### src/rtl/joint_step_generator.sv
// Two-axis step/dir pulse generator fed by the inverse-kinematics angle stage.
// Latches signed joint targets on enable, derives per-joint step counts and
// directions from the tracked positions, then issues concurrent step trains.
// Handshake: enable is a single-cycle request honoured only while busy=0;
// a request seen while busy=1 is dropped (no queue). done pulses for exactly
// one cycle at the end of every accepted request, including zero-length moves.
module joint_step_generator #(
    parameter int unsigned PULSE_HIGH = 50,
    parameter int unsigned PULSE_LOW  = 50,
    parameter int unsigned DIR_SETUP  = 10
) (
    input  logic               clk,
    input  logic               reset,
    input  logic               enable,
    input  logic signed [12:0] th1,
    input  logic signed [12:0] th2,
    input  logic               stop,
    input  logic               home,
    output logic               busy,
    output logic               done,
    output logic               step1,
    output logic               dir1,
    output logic               step2,
    output logic               dir2,
    output logic signed [12:0] pos1,
    output logic signed [12:0] pos2
);

    localparam logic [2:0] S_IDLE      = 3'd0;
    localparam logic [2:0] S_LOAD      = 3'd1;
    localparam logic [2:0] S_SETUP     = 3'd2;
    localparam logic [2:0] S_STEP_HIGH = 3'd3;
    localparam logic [2:0] S_STEP_LOW  = 3'd4;
    localparam logic [2:0] S_DONE      = 3'd5;

    logic [2:0]         state;
    logic [31:0]        cnt;
    logic signed [12:0] tgt1;
    logic signed [12:0] tgt2;
    logic [12:0]        rem1;
    logic [12:0]        rem2;
    logic               stop_latch;
    logic               stop_now;
    logic signed [13:0] delta1;
    logic signed [13:0] delta2;
    logic [12:0]        abs1;
    logic [12:0]        abs2;

    // Outputs decode straight from state so a reset clears them on the next edge.
    assign busy     = (state != S_IDLE);
    assign done     = (state == S_DONE);
    assign step1    = (state == S_STEP_HIGH) && (rem1 != 13'd0);
    assign step2    = (state == S_STEP_HIGH) && (rem2 != 13'd0);
    // A stop arriving on a decision cycle counts immediately, not one cycle late.
    assign stop_now = stop_latch | stop;

    // Signed distance to target at 14 bits so a full-range move cannot overflow.
    always_comb begin
        delta1 = {tgt1[12], tgt1} - {pos1[12], pos1};
        delta2 = {tgt2[12], tgt2} - {pos2[12], pos2};
        abs1   = delta1[13] ? 13'(-delta1) : 13'(delta1);
        abs2   = delta2[13] ? 13'(-delta2) : 13'(delta2);
    end

    // Sticky abort request: armed in any busy state, released when the move retires.
    always_ff @(posedge clk) begin
        if (reset) begin
            stop_latch <= 1'b0;
        end else if (state == S_DONE) begin
            stop_latch <= 1'b0;
        end else if (state != S_IDLE && stop) begin
            stop_latch <= 1'b1;
        end
    end

    // Move sequencer: load, direction setup, then alternating high/low phases.
    always_ff @(posedge clk) begin
        if (reset) begin
            state <= S_IDLE;
            cnt   <= 32'd0;
            tgt1  <= 13'sd0;
            tgt2  <= 13'sd0;
            rem1  <= 13'd0;
            rem2  <= 13'd0;
            dir1  <= 1'b0;
            dir2  <= 1'b0;
            pos1  <= 13'sd0;
            pos2  <= 13'sd0;
        end else begin
            case (state)
                S_IDLE: begin
                    if (enable) begin
                        tgt1  <= th1;
                        tgt2  <= th2;
                        state <= S_LOAD;
                    end else if (home) begin
                        pos1 <= 13'sd0;
                        pos2 <= 13'sd0;
                    end
                end
                S_LOAD: begin
                    rem1 <= abs1;
                    rem2 <= abs2;
                    dir1 <= !delta1[13] && (delta1 != 14'sd0);
                    dir2 <= !delta2[13] && (delta2 != 14'sd0);
                    cnt  <= 32'd0;
                    if (abs1 == 13'd0 && abs2 == 13'd0) begin
                        state <= S_DONE;
                    end else begin
                        state <= S_SETUP;
                    end
                end
                S_SETUP: begin
                    if (cnt == DIR_SETUP - 1) begin
                        cnt   <= 32'd0;
                        state <= stop_now ? S_DONE : S_STEP_HIGH;
                    end else begin
                        cnt <= cnt + 32'd1;
                    end
                end
                S_STEP_HIGH: begin
                    // A pulse that has started is always finished and counted.
                    if (cnt == PULSE_HIGH - 1) begin
                        cnt <= 32'd0;
                        if (rem1 != 13'd0) begin
                            rem1 <= rem1 - 13'd1;
                            pos1 <= dir1 ? pos1 + 13'sd1 : pos1 - 13'sd1;
                        end
                        if (rem2 != 13'd0) begin
                            rem2 <= rem2 - 13'd1;
                            pos2 <= dir2 ? pos2 + 13'sd1 : pos2 - 13'sd1;
                        end
                        state <= S_STEP_LOW;
                    end else begin
                        cnt <= cnt + 32'd1;
                    end
                end
                S_STEP_LOW: begin
                    if (cnt == PULSE_LOW - 1) begin
                        cnt <= 32'd0;
                        if (stop_now || (rem1 == 13'd0 && rem2 == 13'd0)) begin
                            state <= S_DONE;
                        end else begin
                            state <= S_STEP_HIGH;
                        end
                    end else begin
                        cnt <= cnt + 32'd1;
                    end
                end
                S_DONE: begin
                    state <= S_IDLE;
                end
                default: begin
                    state <= S_IDLE;
                end
            endcase
        end
    end

endmodule

### config.mk
export PLATFORM = sky130hd
export DESIGN_NAME = joint_step_generator
export DESIGN_NICKNAME = d
export VERILOG_FILES = /design/src/rtl/joint_step_generator.sv
export SDC_FILE = /design/constraint.sdc
export NUM_CORES = 1
export LEC_CHECK = 0
export ABC_AREA = 1
export CAP_MARGIN = 20
export CORE_AREA = 2 2 133 135
export DETAILED_ROUTE_END_ITERATION = 12
export DIE_AREA = 0 0 135 137
export PLACE_DENSITY = 0.77
export SLEW_MARGIN = 15
export SYNTH_ARGS = -nofsm -noshare
export SYNTH_HDL_FRONTEND = slang
export SYNTH_SLANG_ARGS = --single-unit
export TNS_END_PERCENT = 50
### constraint.sdc
create_clock -name clk -period 2.4 [get_ports clk]
set_input_delay 0.36 -clock clk [delete_from_list [all_inputs] [get_ports clk]]
set_output_delay 0.36 -clock clk [all_outputs]
set_load 0.005 [all_outputs]
Word level (Yosys, flattened, before mapping)
Cells that the tools add are included.
{"block": "word_totals", "register_bits": 116, "inputBits": 31, "output_inout_bits": 32, "elab_cells": 98}
{"block": "op_classes", "addsub": 11, "n_eq_ne": 15, "muxes": 29, "n_bitwise": 1, "n_reduce_logical": 31}
{"operator": "$mux 13", "count": 14}
{"operator": "$pmux 13 s2", "count": 4}
{"operator": "$pmux 32 s3", "count": 1}
{"operator": "$mux 32", "count": 2}
{"operator": "$logic_not 13->1", "count": 4}
{"operator": "$add 32x1->32 const B", "count": 1}
{"operator": "$eq 32x4->1 const B", "count": 1}
{"operator": "$eq 32x6->1 const B", "count": 1}
{"operator": "$reduce_bool 14->1", "count": 2}
{"operator": "$sub 13x13->14", "count": 2}
{"operator": "$add 13x2->13 const B", "count": 2}
{"operator": "$neg 13->13", "count": 2}
{"operator": "$reduce_bool 13->1", "count": 2}
{"operator": "$sub 13x1->13 const B", "count": 2}
{"operator": "$sub 13x2->13 const B", "count": 2}
{"operator": "$mux 3", "count": 7}
{"operator": "$pmux 3 s5", "count": 1}
{"operator": "$ne 2x2->1 const B", "count": 5}
{"operator": "$reduce_and 5->1", "count": 2}
{"operator": "$logic_and 1x1->1", "count": 7}
{"operator": "$eq 3x2->1 const B", "count": 2}
{"operator": "$eq 3x3->1 const B", "count": 2}
{"operator": "$ne 2x1->1 const B", "count": 3}
{"operator": "$reduce_and 3->1", "count": 2}
{"operator": "10 further kinds", "count": 14}

Depth between registers and ports, before layout
{"block": "logic_depth", "word_depth": 7, "depth_mapped": 25, "ltp_nobuf": 25}

Worst setup path after synthesis
No wires, ideal clock.
{"block": "synth_timing", "path_type": "register to register", "start": "reg pos2[0]", "end": "reg state[0]", "setup_ns": 0.067, "arrival_time_ns": 2.537, "t_required_ns": 2.333, "slack_ns": -0.204, "stages_incl_launch_ff": 22, "path_buffers": 0, "synth_period_minus_slack_ns": 2.604, "cell_sequence": "dfxtp_1 ha_1 inv_1 fa_1 inv_1 ha_1 inv_1 nor2_1 nand3_1 nor2_1 nand3_1 nor2_1 nand3_1 nand2_1 inv_1 nand2_1 nand2_1 nor2_1 nand4_1 nand2_1 nand2_1 a21oi_2"}
{"block": "synth_via", "elab_chain_cells": 7}
{"item": "from (decl)", "line": "26", "rtl": "output logic signed [12:0] pos2"}
{"item": "from (signal assigned)", "line": "131", "rtl": "pos2 <= dir2 ? pos2 + 13'sd1 : pos2 - 13'sd1;"}
{"item": "$sub 13x13->14 (*)", "line": "60", "rtl": "delta2 = {tgt2[12], tgt2} - {pos2[12], pos2};"}
{"item": "$neg 13->13", "line": "62", "rtl": "abs2 = delta2[13] ? 13'(-delta2) : 13'(delta2);"}
{"item": "$mux 13 (*)", "line": "62"}
{"item": "$logic_not 13->1 (*)", "line": "107", "rtl": "if (abs1 == 13'd0 && abs2 == 13'd0) begin"}
{"item": "$logic_and 1x1->1 (*)", "line": "107"}
{"item": "$mux 3 (*)", "line": "107"}
{"item": "$pmux 3 s5 (*)", "line": "90", "rtl": "case (state)"}
{"item": "to (signal assigned)", "line": "116", "rtl": "state <= stop_now ? S_DONE : S_STEP_HIGH;"}
{"item": "to (decl)", "line": "36", "rtl": "logic [2:0] state;"}
Mark *: on every way between the ends. The rest lies on a longest branch, timed or not.
A chain may end at the register's enable or synchronous reset.

Worst setup path after layout
{"block": "layout_timing", "start": "reg tgt2[0]", "end": "reg state[2]"}
{"block": "layout_via", "elab_chain_cells": 7}
{"item": "from (decl)", "line": "39", "rtl": "logic signed [12:0] tgt2;"}
{"item": "from (signal assigned)", "line": "94", "rtl": "tgt2 <= th2;"}
{"item": "$sub 13x13->14 (*)", "line": "60"}
{"item": "$neg 13->13", "line": "62"}
{"item": "$mux 13 (*)", "line": "62"}
{"item": "$logic_not 13->1 (*)", "line": "107"}
{"item": "$logic_and 1x1->1 (*)", "line": "107"}
{"item": "$mux 3 (*)", "line": "107"}
{"item": "$pmux 3 s5 (*)", "line": "90"}
Marks and branches as above.

==> impl_metrics.tcl <==
set metrics [dict create \
    final_cell_mix "nand2_1 (355), buf_4 (265), inv_1 (192)" \
    p_leak_uw 0.00657 \
    synth_top_cell_by_area "dfxtp_1" \
    clk_latency_ps 430 \
    async_reset_ff_frac 0 \
    ant_nets 0 \
    yosys_warnings 0 \
    die_y_um 137 \
    period_needed_ps 2990 \
    timing.final.ws_setup_ps -592 \
    avgViaCountPerCell 5.82 \
    worst_pin_slew_ps 975 \
    drt_iter0_drc 1310 \
    worstPathArrival_ps 3340 \
    slew_headroom 0.350 \
    cts_made_buffers 17 \
    antenna_found_initial 0 \
    layout_commonest_cell "nand2_1" \
    placed_area_mm2 0.0117 \
    hold_viol 0 \
    min_from "reset" \
    hold_path_class "input port to flip-flop" \
    grt-ovfl-total 0 \
    cts_tree "done" \
    grt.total_usage 0.327 \
    die_width_um 135 \
    syn_area_mm2 0.00922 \
    first_pass_iters 6 \
    syn_area_per_cell_um2 6.18 \
    slew_violations 0 \
    num_rows 48 \
    multiInputGateArea_mm2 0.00686 \
    clkTransAtPathRegs_ps 60 \
    endpoint_kind "flip-flop" \
    failed_checks "negative setup slack" \
    seq_area_mm2 0.00235 \
    routed_wl_um 35000 \
    cts_root_buf "clkbuf_16" \
    coreArea_mm2 0.0171 \
    dp.final_hpwl_um 20800 \
    ys_seq_area_frac 0.252 \
    grt_pass1_wl_um 49100 \
    synth_nets 1581 \
    rsz0062_at_grt "yes" \
    drive_gt1_frac 0.318 \
    antennaDiodeCount 0 \
    grt_pass1_vias 10821 \
    postCtsHoldBufs 0 \
    ios 63 \
    cts_buffer_depth 2 \
    start_kind "flip-flop" \
    fin_util 0.809 \
    critPathLaunch "tgt2[0]$_SDFFE_PP0P_" \
    irDropWorstVdd_v 0.00124 \
    synth_edf_count 0 \
    ys.flop_type "dfxtp_1" \
    synth-seq-cells 116 \
    yosys-top-cells-area "dfxtp_1 (25%), nand2_1 (16%), inv_1 (8.8%)" \
    io_buffers 62 \
    path_max_fanout 3 \
    nFillCells 1034 \
    crit_type "flip-flop to flip-flop" \
    area_growth_pct 49.6 \
    r2r-start "tgt2[0]$_SDFFE_PP0P_" \
    drc_errors 0 \
    synth_cell_types 54 \
    vias 11980 \
    setup-violations-final 21 \
    gp_congestion 0.927 \
    grt_start_max_net_pins 81 \
    cts_sinks 116 \
    fin_worst_skew_ps 8.80 \
    outcome "finished, violations left" \
    pwr_density_cell_mw_per_mm2 1530 \
    die_area_mm2 0.0185 \
    fmax_mhz 334 \
    h-tree-depth 4 \
    crit_required_ps 2750 \
    design_area_mm2 0.0138 \
    nNetsFinal 1908 \
    fin_crit_sh 1.25 \
    synth_top_area_share 0.252 \
    maxCapViolations 0 \
    start_util 0.540 \
    wire_per_inst_um 17.0 \
    tns_ps -5500 \
    synthCells 1492 \
]
==> cell type report <==
class,instances,share of cell area
Multi-Input combinational cell,1114,0.497
Timing Repair Buffer,344,0.205
Sequential cell,116,0.170
Inverter,226,0.0631
Clock buffer,20,0.0324
Tap cell,225,0.0204
Clock inverter,12,0.0113
==> per-layer routing <==
layer | share of wire | global-route usage | up-vias
li1 | - | - | 5534
met1 | 0.38 | 0.379 | 5514
met2 | 0.48 | 0.587 | 716
met3 | 0.081 | 0.0556 | 216
met4 | 0.056 | 0.154 | 0
met5 | 0 | 0 | -
==> state kept, by name, indices dropped and copies added (netlist names) <==
name and flops:
dir2 1, rem1 13, rem2 13, dir1 1, tgt1 13, pos1 13
tgt2 13, pos2 13, cnt 32, state 3, stop_latch 1
==> worst paths after layout <==
check             cells past startpoint                     to  slack, ps
setup / recovery                     22  state[2]$_SDFFE_PP0P_       -590
hold reg to reg                       2  tgt1[11]$_SDFFE_PP0P_        460
hold / removal                        4   pos1[0]$_SDFFE_PP0P_        430
setup reg to reg                     22  state[2]$_SDFFE_PP0P_       -590
==> cell usage after synthesis, types with 6 or more instances <==
cell and instances:
o21ai_0 62, clkbuf_1 33, nand2_4 6, dfxtp_1 116, nand3_1 122, inv_2 7, nand4_1 19, nor2_2 7
nor3_1 35, a31oi_1 7, xnor2_1 6, inv_1 216, nand3b_1 9, a2bb2oi_1 6, a21oi_1 134, nor2_1 128
ha_1 54, or2_2 10, xor2_1 26, nand2_2 9, a211oi_1 6, nand2_1 394, nor4_1 9
==> cell families (layout without fill, tap and decap cells) <==
kind of cell,Yosys count,after routing,synth area share
buffers and inverters,262,602,0.110
AOI/OAI and AO/OA,258,258,0.159
adders and majority gates,58,58,0.0820
DFF,116,116,0.252
and+or+nand+nor,766,766,0.367
xor gates and xnor gates,32,32,0.0304
==> critical path: stages, from the launching register on <==
cell,delay (ps)
dfxtp_2,310
inv_2,70
ha_4,150
inv_4,40
fa_2,460
inv_2,100
ha_4,130
inv_2,50
nor2_4,180
nand3_4,110
nor2_4,90
nand3_2,80
nor2_1,130
nand3_1,110
nand2_1,130
inv_1,80
nand2_1,80
nand2_2,90
nor2_4,120
nand4_1,150
nand2_1,90
nand2_1,70
a21oi_2,110
==> per-stage QoR <==
stage	std cells	power (µW)	setup WS [ps]	hold slack (ps)
floorplan	1492	9970	-99.1	433
global placement	1967	14400	-318	454
detailed placement	1967	14700	-452	458
CTS	2040	18800	-332	392
global route	2057	22500	-730	451
finish	2057	21100	-592	435
==> power by group <==
group / switching (µW) / internal, µW / total, µW
registers: 393 / 2320 / 2710
clock network: 995 / 1660 / 2650
logic: 9000 / 6780 / 15800
total: 10400 / 10800 / 21100
==> repair_timing <==
action                     CTS  global route
setup endpoints to repair   33            76
cloned                       0             1
pin swaps                   42            75
setup buffers               42            31
hold endpoints to repair     0             0
resized for setup           96           179
Power figures use the tool's default switching activity.
